## src/rtl/mm_layer_table.sv

```systemverilog
// Model-manager responder: builds the per-layer descriptor table from the DPR assignment stream.
// Optional MM_REGION_CHECK_EN flags captured regions whose end lies below their begin.
module mm_layer_table #(
   parameter int ADDR_SIZE  = 23,
   parameter int MAX_LAYERS = 8,
   parameter int IDX_W      = 3
) (
   input  logic                 clk,
   input  logic                 rst_l,
   input  logic [3:0]           mm_o,
   input  logic [1:0]           asn_opcode,
   input  logic [ADDR_SIZE-1:0] dpr_pass_begin,
   input  logic [ADDR_SIZE-1:0] dpr_pass_end,
   output logic [ADDR_SIZE-1:0] mm_pass_begin,
   output logic [ADDR_SIZE-1:0] mm_pass_end,
   input  logic [IDX_W-1:0]     rd_idx,
   input  logic [2:0]           rd_field,
   output logic [ADDR_SIZE-1:0] rd_begin,
   output logic [ADDR_SIZE-1:0] rd_end,
   output logic [1:0]           rd_opcode,
   output logic [IDX_W:0]       num_layers,
   output logic                 model_valid,
   output logic [ADDR_SIZE-1:0] in_begin,
   output logic [ADDR_SIZE-1:0] in_end,
   output logic [ADDR_SIZE-1:0] out_begin,
   output logic [ADDR_SIZE-1:0] out_end,
   output logic                 batch_valid,
   output logic                 overflow,
   output logic                 region_err
);

   localparam logic [3:0] C_WAIT   = 4'd0;
   localparam logic [3:0] C_MODEL  = 4'd1;
   localparam logic [3:0] C_LAYER  = 4'd2;
   localparam logic [3:0] C_WEIGHT = 4'd3;
   localparam logic [3:0] C_SGRAD  = 4'd8;
   localparam logic [3:0] C_INPUT  = 4'd9;
   localparam logic [3:0] C_OUTPUT = 4'd10;
   localparam logic [IDX_W:0] MAX_CNT = (IDX_W+1)'(MAX_LAYERS);
   localparam logic [IDX_W:0] ONE_CNT = (IDX_W+1)'(1);

   typedef enum logic [1:0] {S_IDLE, S_BUILD, S_COMMIT} state_e;

   state_e               state_q, state_d;
   logic [3:0]           prev_code;
   logic [IDX_W:0]       count;
   logic [IDX_W:0]       cur_wide;
   logic [IDX_W-1:0]     cur;
   logic [2:0]           field_sel;
   logic                 region_cap, field_cap, layer_rise, bad_region;
   logic                 start_build, do_commit;
   logic                 in_flag, out_flag, region_err_q;

   logic [ADDR_SIZE-1:0] tbl_begin [MAX_LAYERS][6];
   logic [ADDR_SIZE-1:0] tbl_end   [MAX_LAYERS][6];
   logic [1:0]           opcode_q  [MAX_LAYERS];

   // The DPR presents region data one cycle after its code, so captures key off prev_code.
   assign region_cap = (prev_code >= C_WEIGHT) && (prev_code <= C_OUTPUT);
   assign field_cap  = (prev_code >= C_WEIGHT) && (prev_code <= C_SGRAD) &&
                       (count != '0) && !overflow;
   assign field_sel  = 3'(prev_code - C_WEIGHT);
   assign cur_wide   = count - ONE_CNT;
   assign cur        = cur_wide[IDX_W-1:0];
   assign layer_rise = (state_q == S_BUILD) && (mm_o == C_LAYER) && (prev_code != C_LAYER);

`ifdef MM_REGION_CHECK_EN
   assign bad_region = region_cap && (dpr_pass_end < dpr_pass_begin);
`else
   assign bad_region = 1'b0;
`endif

   assign region_err  = region_err_q;
   assign batch_valid = in_flag & out_flag;

   always_ff @(posedge clk or negedge rst_l) begin
      if (!rst_l) state_q <= S_IDLE;
      else        state_q <= state_d;
   end

   // NOTE: every variable driven here gets a default first so no latch is inferred.
   always_comb begin
      state_d     = state_q;
      start_build = 1'b0;
      do_commit   = 1'b0;
      unique case (state_q)
         S_IDLE: begin
            if (mm_o == C_MODEL) begin
               state_d     = S_BUILD;
               start_build = 1'b1;
            end
         end
         S_BUILD: begin
            if (mm_o == C_WAIT && prev_code != C_WAIT) state_d = S_COMMIT;
         end
         S_COMMIT: begin
            do_commit = 1'b1;
            state_d   = S_IDLE;
         end
         default: state_d = S_IDLE;
      endcase
   end

   // NOTE: the table is cleared by the async reset because downstream reads must see zeros after reset.
   always_ff @(posedge clk or negedge rst_l) begin
      if (!rst_l) begin
         prev_code     <= C_WAIT;
         count         <= '0;
         num_layers    <= '0;
         model_valid   <= 1'b0;
         overflow      <= 1'b0;
         region_err_q  <= 1'b0;
         mm_pass_begin <= '0;
         mm_pass_end   <= '0;
         in_begin      <= '0;
         in_end        <= '0;
         out_begin     <= '0;
         out_end       <= '0;
         in_flag       <= 1'b0;
         out_flag      <= 1'b0;
         for (int i = 0; i < MAX_LAYERS; i++) begin
            opcode_q[i] <= '0;
            for (int f = 0; f < 6; f++) begin
               tbl_begin[i][f] <= '0;
               tbl_end[i][f]   <= '0;
            end
         end
      end else begin
         prev_code <= mm_o;

         if (region_cap) begin
            mm_pass_begin <= dpr_pass_begin;
            mm_pass_end   <= dpr_pass_end;
         end
         if (field_cap) begin
            tbl_begin[cur][field_sel] <= dpr_pass_begin;
            tbl_end[cur][field_sel]   <= dpr_pass_end;
         end

         if (prev_code == C_INPUT) begin
            in_begin <= dpr_pass_begin;
            in_end   <= dpr_pass_end;
            in_flag  <= 1'b1;
            out_flag <= 1'b0;
         end
         if (prev_code == C_OUTPUT) begin
            out_begin <= dpr_pass_begin;
            out_end   <= dpr_pass_end;
            out_flag  <= 1'b1;
         end

         if (start_build) begin
            count        <= '0;
            model_valid  <= 1'b0;
            overflow     <= 1'b0;
            region_err_q <= 1'b0;
         end else begin
            if (bad_region) region_err_q <= 1'b1;
            if (layer_rise) begin
               if (count < MAX_CNT) begin
                  opcode_q[count[IDX_W-1:0]] <= asn_opcode;
                  count                      <= count + ONE_CNT;
               end else begin
                  overflow <= 1'b1;
               end
            end
         end

         if (do_commit) begin
            num_layers  <= count;
            model_valid <= !overflow && (count != '0) && !region_err_q;
         end
      end
   end

   // Registered read port; a same-edge table write is seen on the following read.
   always_ff @(posedge clk or negedge rst_l) begin
      if (!rst_l) begin
         rd_begin  <= '0;
         rd_end    <= '0;
         rd_opcode <= '0;
      end else if ({1'b0, rd_idx} < MAX_CNT) begin
         rd_opcode <= opcode_q[rd_idx];
         if (rd_field <= 3'd5) begin
            rd_begin <= tbl_begin[rd_idx][rd_field];
            rd_end   <= tbl_end[rd_idx][rd_field];
         end else begin
            rd_begin <= '0;
            rd_end   <= '0;
         end
      end else begin
         rd_begin  <= '0;
         rd_end    <= '0;
         rd_opcode <= '0;
      end
   end

endmodule

```

## config.mk

```make
export PLATFORM = sky130hd
export DESIGN_NAME = mm_layer_table
export DESIGN_NICKNAME = d
export VERILOG_FILES = /design/src/rtl/mm_layer_table.sv
export SDC_FILE = /design/constraint.sdc
export NUM_CORES = 2
export LEC_CHECK = 0
export ABC_AREA = 1
export CAP_MARGIN = 20
export CORE_UTILIZATION = 30
export DETAILED_ROUTE_END_ITERATION = 10
export SLEW_MARGIN = 20
export SYNTH_ARGS = -nofsm -noshare
export SYNTH_HDL_FRONTEND = slang
export SYNTH_SLANG_ARGS = --single-unit
```

## constraint.sdc

```tcl
create_clock -name clk -period 6.2 [get_ports clk]
set_input_delay 1.86 -clock clk [delete_from_list [all_inputs] [get_ports clk]]
set_output_delay 1.86 -clock clk [all_outputs]
set_load 0.02 [all_outputs]
```

==> results.cfg <==
[setup_path]
cp-start-kind = register
rr_worst_depth = 12
crit_chain = clkdlybuf4s50_1
worstPathMaxFanout = 2
critPathCaptureType = primary output
critPathMaxStageDelay_ns = 0.94
critPathBufInv = 1
critPathKind = reg2out
r2r_slack_ns = 2.39
critPathSlowestCell = clkdlybuf4s50_1
rr_startpoint = count[0]$_DFFE_PN0P_
arrival_ns = 2.24
r2r_end = tbl_begin[1022]$_DFFE_PN0P_
required_ns = 4.34
crit_start = out_begin[1]$_DFFE_PN0P_
crit_cells = 1
cp-endpoint = out_begin[1]
crit_family = buffers and inverters

[cts]
clk_path_buf_depth = 4
cts_inserted_buffers = 268
clk_latency_ns = 0.86
ctsResizeCount = 0
numClockSinks = 2428
cts_setup_buffers = 0
cts_root_buffer = clkbuf_16
clkTransAtPathRegs_ns = 0.06
cts_tree = built
htreeDepth = 5
cts_hold_buf = 0

[synth]
syn_area_um2 = 108000
synthAdderAreaFrac = 0.000692
synthXorXnorAreaFrac = 0.000161
syn_nets = 13100
synth_top_family_by_area = simple AND/OR/NAND/NOR gates
yosysTopAreaCellShare = 0.560
synth_seq_cells = 2428
synthMuxAreaShare = 0
synth_flop_cell = dfrtp_1
synth-compound-area-share = 0.139
async_flop_share = 1.00
synthSimpleGateAreaFrac = 0.238
synth_top_area_cell = dfrtp_1
syn_avg_cell_area_um2 = 8.31
synth.distinct_cells = 33
ys_top_cells_by_area = dfrtp_1 56%, nand2_1 15%, o21ai_0 11%
synth_warnings = 0
yosysSeqAreaShare = 0.560
synth_edf_count = 0
netlist_instances = 13100

[pwr]
p_switching_mw = 15.8
powerDensity_nw_per_um2 = 419
pwr-share-clk = 0.319
leakagePower_nw = 59.9
power_frac_seq = 0.483
p_sw_frac = 0.309
internal_power_mw = 35.5
peakVddDrop_mv = 0.210
combPwrFrac = 0.198

[global_routing]
grt_use_total = 0.205
grt_pass1_wl_mm = 572
grt_pass1_vias = 86000
antenna_found_initial = 14
grt_max_degree = 161
grt_overflow = 0

[final_layout]
fin_nets = 12600
stdcell_count = 17500
drive_above_1_share = 0.0574
area_growth_pct = 12.7
final_common_cell = nand2_1
design_area_um2 = 122000
final_cell_mix = 4309 x nand2_1, 2428 x dfrtp_1, 2297 x o21ai_0

[place]
gp_congestion = 0.814
hpwl_mm = 208
pre_cts_slack_ns = 1.79
placed_cell_area_um2 = 113000
dpl.cell_count = 17100
io_buffer_count = 252

[timing]
finalSetupViolCount = 0
max_freq_mhz = 244
period_minus_slack_ns = 4.10
relSlewSlack = 0.237
finalClockSkew_ns = 0.0381
fin_crit_sh = 0.661
hold_slack_ns = 0.470
rsz0062_at_grt = no
hold_viol_final = 0
fin_ws_ns = 2.10
finalSetupTns_ns = 0
tightestPinTransition_ns = 1.15
drv_slew = 0

[die]
rows = 220
io_pins = 254
fp.dieW_um = 603
coreArea_um2 = 359000
dieArea_um2 = 364000
die_height_um = 603
initial_core_util = 0.302

[route]
dr.pass1.iters = 9
drc = 0
ant_nets = 0
finalWirelength_mm = 379
vias_per_cell = 5.14
drt_iter0_markers = 10600
wire_per_inst_um = 21.6
vias = 90200

[worst_hold_path]
holdCritStartpoint = opcode_q[3]$_DFFE_PN0P_
hold_class = reg2reg

[run_status]
status = finished, final reports clean

[flow_run]
maxCapViolCount = 0
-- registers in the layout (all words and copies together) (netlist names), 2 cells and up --
signal	flops
tbl_begin	1104
tbl_end	1104
in_begin	23
in_end	23
mm_pass_begin	23
mm_pass_end	23
out_begin	23
out_end	23
rd_begin	23
rd_end	23
opcode_q	16
count	4
num_layers	4
prev_code	4
rd_opcode	2
state_q	2
-- cell usage after synthesis (6+ instances only) --
| cell | n |
|---|---|
| a21oi_1 | 28 |
| buf_1 | 76 |
| buf_2 | 398 |
| buf_4 | 42 |
| buf_6 | 152 |
| clkbuf_1 | 546 |
| clkbuf_2 | 12 |
| dfrtp_1 | 2428 |
| ha_1 | 6 |
| inv_1 | 98 |
| nand2_1 | 4357 |
| nand3_1 | 1419 |
| nor2_1 | 578 |
| nor2_4 | 8 |
| o211ai_1 | 157 |
| o21ai_0 | 2297 |
| o21ai_1 | 433 |
-- power by group through the flow --
| stage | logic [mW] | clock network, mW | registers [mW] |
|---|---|---|---|
| global placement | 9.93 | 0 | 24.8 |
| CTS | 10.2 | 16.6 | 24.7 |
| detailed placement | 10.2 | 0 | 24.9 |
| global route | 11.9 | 17.2 | 25.4 |
| finish | 10.2 | 16.4 | 24.8 |
| floorplan | 7.19 | 0 | 24.3 |
-- through the flow --
stage	util	power, mW
after detailed placement	0.315	35.1
after global routing	0.340	54.6
after CTS	0.340	51.5
after global placement	0.315	34.7
final	0.340	51.3
after floorplan	-	31.5
-- metal layers --
layer	vias up	global-route usage	part of all wire
met5	-	0	0.000069
met4	4	0.0753	0.039
met3	645	0.0313	0.072
met2	3330	0.327	0.45
met1	44400	0.281	0.44
li1	41900	-	-
-- cells by family (layout without fill, tap and decap cells) --
family                     after synthesis  in the layout
AOI/OAI and AO/OA                     2924           2924
and+or+nand+nor                       6369           6369
adders and majority gates                6              6
buffers and inverters                 1331           1030
xor gates and xnor gates                 2              2
other                                    1             10
DFF                                   2428           2428
-- worst min path at each step --
stage | end | slack [ns] | depth (start not counted)
floorplan | in_flag$_DFFE_PN0P_ | 0.43 | 2
global placement | opcode_q[13]$_DFFE_PN0P_ | 0.45 | 2
detailed placement | opcode_q[5]$_DFFE_PN0P_ | 0.45 | 2
CTS | opcode_q[5]$_DFFE_PN0P_ | 0.47 | 2
global route | tbl_begin[160]$_DFFE_PN0P_ | 0.49 | 2
finish | opcode_q[3]$_DFFE_PN0P_ | 0.47 | 2
-- final cells by class --
type | count | area (um2)
timing repair buffer | 461 | 4910
clock inverter | 70 | 800
antenna | 9 | 22.5
fill | 37600 | 237000
inverter | 105 | 435
sequential | 2428 | 60800
tap | 4773 | 5970
multi-input combinational | 9302 | 41300
clock buffer | 394 | 8080
Power figures use the tool's default switching activity.
